<file path="config.mk">
export PLATFORM = sky130hd
export DESIGN_NAME = aes_ct_serializer_flat
export DESIGN_NICKNAME = d
export VERILOG_FILES = /design/src/rtl/aes_ct_serializer_if.sv /design/src/rtl/aes_ct_serializer.sv /design/src/flat_wrapper.sv
export SDC_FILE = /design/constraint.sdc
export NUM_CORES = 1
export LEC_CHECK = 0
export BUFFER_PORTS_ARGS = -buffer_cell sky130_fd_sc_hd__buf_2
export CAP_MARGIN = 20
export CORE_MARGIN = 2
export CORE_UTILIZATION = 58
export CTS_CLUSTER_DIAMETER = 100
export DETAILED_ROUTE_END_ITERATION = 10
export PLACE_DENSITY = 0.77
export SLEW_MARGIN = 30
export SYNTH_ARGS = -nofsm -noshare
export SYNTH_HDL_FRONTEND = slang
export SYNTH_SLANG_ARGS = --single-unit
</file>
<file path="constraint.sdc">
create_clock -name clk_i -period 5.2 [get_ports clk_i]
set_input_delay 1.04 -clock clk_i [delete_from_list [all_inputs] [get_ports clk_i]]
set_output_delay 1.04 -clock clk_i [all_outputs]
set_load 0.03 [all_outputs]
</file>
<file path="src/rtl/aes_ct_serializer_if.sv">
// Output word stream of the ciphertext serializer: valid/ready handshake with a last-word marker.
interface aes_ct_serializer_if #(
  parameter int word_width_p = 32
) ();
  logic                    v;
  logic [word_width_p-1:0] data;
  logic                    last;
  logic                    ready;

  modport master (output v, output data, output last, input ready);
  modport slave  (input v, input data, input last, output ready);
endinterface

</file>
<file path="src/rtl/aes_ct_serializer.sv">
// Buffers ciphertext blocks from a non-stallable AES pipeline in a small FIFO and
// streams each block out MS-word first; publishes free slots for credit-based throttling.
module aes_ct_serializer #(
  parameter int block_width_p = 128,
  parameter int word_width_p  = 32,
  parameter int fifo_els_p    = 4
) (
  input  logic                               clk_i,
  input  logic                               reset_n_i,
  input  logic                               v_i,
  input  logic [block_width_p-1:0]           ciphertext_i,
  output logic [$clog2(fifo_els_p+1)-1:0]    free_o,
  output logic                               overflow_o,
  aes_ct_serializer_if.master                stream_o
);

  localparam int words_lp  = block_width_p / word_width_p;
  localparam int cnt_w_lp  = $clog2(fifo_els_p + 1);
  localparam int ptr_w_lp  = $clog2(fifo_els_p);
  localparam int wcnt_w_lp = (words_lp > 1) ? $clog2(words_lp) : 1;

  typedef enum logic {IDLE, SEND} state_e;

  state_e                    state_q, state_d;
  logic [block_width_p-1:0]  mem_q [fifo_els_p];
  logic [block_width_p-1:0]  mem_d [fifo_els_p];
  logic [ptr_w_lp-1:0]       wr_ptr_q, wr_ptr_d;
  logic [ptr_w_lp-1:0]       rd_ptr_q, rd_ptr_d;
  logic [cnt_w_lp-1:0]       count_q, count_d;
  logic [cnt_w_lp-1:0]       free_q, free_d;
  logic [wcnt_w_lp-1:0]      wcnt_q, wcnt_d;
  logic                      overflow_q, overflow_d;

  logic                      full, hs, pop, wr_en;
  logic [block_width_p-1:0]  head_shift;

  // A pop in the same cycle frees a slot, so a full FIFO can still take the incoming block.
  always_comb begin
    full  = (count_q == cnt_w_lp'(fifo_els_p));
    hs    = (state_q == SEND) && stream_o.ready;
    pop   = hs && (wcnt_q == wcnt_w_lp'(words_lp - 1));
    wr_en = v_i && (!full || pop);

    mem_d      = mem_q;
    wr_ptr_d   = wr_ptr_q;
    rd_ptr_d   = rd_ptr_q;
    count_d    = count_q;
    wcnt_d     = wcnt_q;
    overflow_d = overflow_q;
    state_d    = state_q;

    if (wr_en) begin
      mem_d[wr_ptr_q] = ciphertext_i;
      wr_ptr_d        = wr_ptr_q + ptr_w_lp'(1);
    end
    if (v_i && full && !pop) begin
      overflow_d = 1'b1;
    end
    if (hs) begin
      wcnt_d = pop ? '0 : wcnt_q + wcnt_w_lp'(1);
    end
    if (pop) begin
      rd_ptr_d = rd_ptr_q + ptr_w_lp'(1);
    end

    case ({wr_en, pop})
      2'b10:   count_d = count_q + cnt_w_lp'(1);
      2'b01:   count_d = count_q - cnt_w_lp'(1);
      default: count_d = count_q;
    endcase
    free_d = cnt_w_lp'(fifo_els_p) - count_d;

    // Looking at count_d lets a freshly written block be presented right after its write edge.
    case (state_q)
      IDLE:    if (count_d != '0) state_d = SEND;
      SEND:    if (count_d == '0) state_d = IDLE;
      default: state_d = IDLE;
    endcase
  end

  always_ff @(posedge clk_i or negedge reset_n_i) begin
    if (!reset_n_i) begin
      state_q    <= IDLE;
      mem_q      <= '{default: '0};
      wr_ptr_q   <= '0;
      rd_ptr_q   <= '0;
      count_q    <= '0;
      free_q     <= cnt_w_lp'(fifo_els_p);
      wcnt_q     <= '0;
      overflow_q <= 1'b0;
    end else begin
      state_q    <= state_d;
      mem_q      <= mem_d;
      wr_ptr_q   <= wr_ptr_d;
      rd_ptr_q   <= rd_ptr_d;
      count_q    <= count_d;
      free_q     <= free_d;
      wcnt_q     <= wcnt_d;
      overflow_q <= overflow_d;
    end
  end

  // Word 0 is the most significant slice of the block.
  always_comb begin
    head_shift    = mem_q[rd_ptr_q] >> (word_width_p * (words_lp - 1 - int'(wcnt_q)));
    stream_o.v    = (state_q == SEND);
    stream_o.data = (state_q == SEND) ? head_shift[word_width_p-1:0] : '0;
    stream_o.last = (state_q == SEND) && (wcnt_q == wcnt_w_lp'(words_lp - 1));
  end

  assign free_o     = free_q;
  assign overflow_o = overflow_q;

endmodule

</file>
<file path="src/flat_wrapper.sv">
// flat-port wrapper written by rule: the top's interface ports become plain ports
module aes_ct_serializer_flat 
#(
  parameter int block_width_p = 128,
  parameter int word_width_p  = 32,
  parameter int fifo_els_p    = 4
)
  (clk_i, reset_n_i, v_i, ciphertext_i, free_o, overflow_o, stream_o_v, stream_o_data, stream_o_last, stream_o_ready);
  aes_ct_serializer_if #(.word_width_p(word_width_p)) stream_o_i ();
  input  logic clk_i;
  input  logic reset_n_i;
  input  logic v_i;
  input  logic [block_width_p-1:0] ciphertext_i;
  output logic [$clog2(fifo_els_p+1)-1:0] free_o;
  output logic overflow_o;
  output wire logic [$bits(stream_o_i.v)-1:0] stream_o_v;
  output wire logic [$bits(stream_o_i.data)-1:0] stream_o_data;
  output wire logic [$bits(stream_o_i.last)-1:0] stream_o_last;
  input wire logic [$bits(stream_o_i.ready)-1:0] stream_o_ready;
  assign stream_o_v = stream_o_i.v;
  assign stream_o_data = stream_o_i.data;
  assign stream_o_last = stream_o_i.last;
  assign stream_o_i.ready = stream_o_ready;
  aes_ct_serializer #(.block_width_p(block_width_p), .word_width_p(word_width_p), .fifo_els_p(fifo_els_p)) u_core (.clk_i(clk_i), .reset_n_i(reset_n_i), .v_i(v_i), .ciphertext_i(ciphertext_i), .free_o(free_o), .overflow_o(overflow_o), .stream_o(stream_o_i));
endmodule
</file>
==> impl_results.md <==
- GRT Total Usage: 26.8%
- Critical path launch point type: flip-flop
- Switching part of the total: 36.3%
- Number of max-cap violations: 0
- Worst skew pair latency: 0.60 ns
- Leakage: 12.3 nW
- Top layer in use: met5
- Vias: 14300
- Pre-CTS WS: 1.48 ns
- Critical path endpoint category: output pin
- Cell taking the most area after synthesis: dfrtp_1
- Met3 routed WL: 2.88 mm
- DRC violations left: 0
- Fillers: 2883
- Largest net degree at the start of global routing: 91
- Gate Count Post-Synth: 1599
- Fin crit share: 82.6%
- Num rows: 74
- Arr. time, crit path: 3.26 ns
- Port buffer count: 169
- Post-CTS Setup Bufs: 0
- Top-area cell type share of the netlist area: 54.5%
- Storage element area: 0.0131 sq mm
- Net Count, Synth: 1739
- RSZ-0062 raised after global routing: false
- Core outline area: 0.0408 sq mm
- CTS tree: built
- Critical Path RT: 4.16 ns
- CTS root buf: clkbuf_16
- Commonest cells post-synth: 524 x dfrtp_1, 515 x mux2_2, 197 x mux2i_1
- Slew headroom: 32.2%
- Most used cell, CP: buf_12
- Min Tclk post-route: 4.30 ns
- Final setup vio count: 0
- Bufs and invs on worst path: 3
- Pwr/cell area: 753 mW/mm^2
- Slew @ Worst Pin: 1.01 ns
- Adder-Cell Fraction of Synth Area: 0.448%
- Maximum fanout along the worst path: 45
- Vias per cell: 6.09
- Num ports: 170
- Total congestion overflow: 0
- Hold_buf cts: 0
- Multi-input gate area: 0.0101 sq mm
- FF+latch count, synth: 525
- Combinational family with the most area after synthesis: multiplexers
- NumNets Final: 1891
- Final Max Slew Viols: 0
- Peak supply drop: 0.427 mV
- Clk pwr share: 20.7%
- Final ANT Viol Nets: 0
- Avg Synthesized Cell Area: 15.0 sq um
- WL met2: 27.4 mm
- Sum Neg Setup Slack: 0 ns
- Total CTS buffers: 54
- Flop pwr share: 36.0%
- Yosys synthesis warning count: 0
- Syn Std Cell Area: 0.0240 sq mm
- DIE WIDTH: 208 um
- Area Overhead vs Synth: 13.2%
- Total die area: 0.0431 sq mm
- Die span in y: 208 um
- Fin Clk Skew: 0.0147 ns
- Slowest cell on the critical path: dfrtp_4
- Initial Util: 58.9%
- Outcome: finished clean
- HPWL after DPL: 37.7 mm
- Post-synthesis sequential area ratio: 54.7%
- Post-synthesis mux area share: 36.1%
- Max clock buf depth: 3
- Comb power frac: 43.3%
- Post-synth EDFFs: 0
- CP peak stage delay: 0.74 ns
- M1 WL: 24.8 mm
- Final hold viol count: 0
- Worst hold margin: 0.396 ns
- Final wirelength: 57.3 mm
- Vias in the first global route: 15000
- H-tree depth: 2
- WS Path Type: flip-flop to output pin
- Yosys cell types: 30
- HP Class: input pin to async pin
- Crit path max-delay family: buffers and inverters
- Post-cts sizing count: 0
- Psw: 0.00744 W
- Initial DRC Count: 824
- Synth area leaders: dfrtp_1 55%, mux2_2 24%, mux2i_1 8.2%
- Ratio of cells with drive above 1 in the final layout: 48.6%
- Compound-cell area share of the yosys netlist: 3.80%
- First-pass GRT wire length: 89.3 mm
- CTS Sinks: 525
- Initial antenna violation count: 21
- Critical path, cell by cell: buf_12, buf_12, mux2i_1, a22oi_1, nand2_1, o22ai_1, buf_2
- Asr flop ratio synth: 100%
- Drt pass-1 iters: 4
- Avg WL per Cell: 24.4 um
- Internal power: 0.0130 W
- Count leader, synth: dfrtp_1
- XOR/XNOR share of the synthesized area: 0.255%
- GPL Wtd Cong: 0.852
- Clock transition at the registers of the reported paths: 0.06 ns
- F_max: 233 MHz
- Simple-gate share of the synthesized area: 1.08%
- Setup ws final: 0.904 ns
- Most used DFF post-synth: dfrtp_1
-- kinds of logic (layout without fill, tap and decap cells) --
logic type	Yosys count	in the layout
flip-flops	525	525
AND/OR/NAND/NOR	63	63
other	0	15
multiplexers	752	752
buffers and inverters	119	317
XOR/XNOR	7	7
AO/OA/AOI/OAI	125	125
adder cells (fa/ha/maj)	8	8
-- per-stage QoR --
stage	cells	power [W]	cell area (sq um)	utilization, %
5_1_grt	2339	0.0215	27200	66.6
3_5_place_dp	2227	0.0162	25200	61.7
4_1_cts	2329	0.0205	27200	66.6
3_3_place_gp	2226	0.0159	25200	61.6
2_1_floorplan	1599	0.0137	24000	-
6_report	2344	0.0205	27200	66.6
-- path summary, 6_finish.rpt --
kind | startpoint | to | slack (ns) | depth (start not counted)
max in group asynchronous | reset_n_i | u_core.mem_q[19] | 3.47 | 3
min in group clk_i | u_core.overflow_o | u_core.overflow_o | 0.48 | 1
min reg2reg | u_core.overflow_o | u_core.overflow_o | 0.48 | 1
max reg2reg | u_core.wcnt_q[0] | u_core.mem_q[277] | 1.85 | 6
min | reset_n_i | u_core.mem_q[159] | 0.40 | 1
max | u_core.rd_ptr_q[0] | stream_o_data[25] | 0.90 | 7
-- layout make-up --
| cell class | instances | area share [%] |
|---|---|---|
| inverter | 5 | 0.0690 |
| clock buffer | 79 | 6.10 |
| tap | 532 | 2.45 |
| antenna | 15 | 0.138 |
| sequential | 525 | 48.3 |
| timing repair buffer | 210 | 4.76 |
| multi-input combinational | 955 | 37.0 |
| clock inverter | 23 | 1.20 |
-- sequential cells by signal (all words and copies together), names as in the netlist --
| signal | flops |
|---|---|
| u_core.wr_ptr_q | 2 |
| u_core.count_q | 3 |
| u_core.wcnt_q | 2 |
| u_core.mem_q | 512 |
| u_core.free_o | 2 |
| u_core.overflow_o | 1 |
| u_core.rd_ptr_q | 2 |
| u_core.stream_o.v | 1 |
-- power groups by stage --
stage	Combinational, W	Clock [W]	Sequential, W
2_1_floorplan	0.00670	0	0.00696
6_report	0.00888	0.00423	0.00738
5_1_grt	0.00938	0.00449	0.00762
4_1_cts	0.00889	0.00429	0.00735
3_5_place_dp	0.00884	0	0.00740
3_3_place_gp	0.00864	0	0.00726
-- placed cells by master (no fill, tap or decap), types with 8 or more instances in the layout --
cell type  Yosys  final
diode_2        0     15
bufinv_16      0      8
clkbuf_16      0     57
mux2i_1      197    197
a22oi_1       88     88
buf_12         0      9
buf_4          6     31
clkbuf_8       0     15
o22ai_1       32     32
dfrtp_1      524    522
mux2_2       515    515
nand2_1       51     47
clkinv_2       0     12
mux4_2        40     40
buf_2         24    168
-- metal layers --
metal / global-route usage, % / vias up
met3: 5.55 / 105
met4: 11.1 / 12
met1: 37.0 / 7580
li1: - / 6245
met5: 0 / -
met2: 41.9 / 323
No activity file was read; power rests on OpenSTA's default activity.
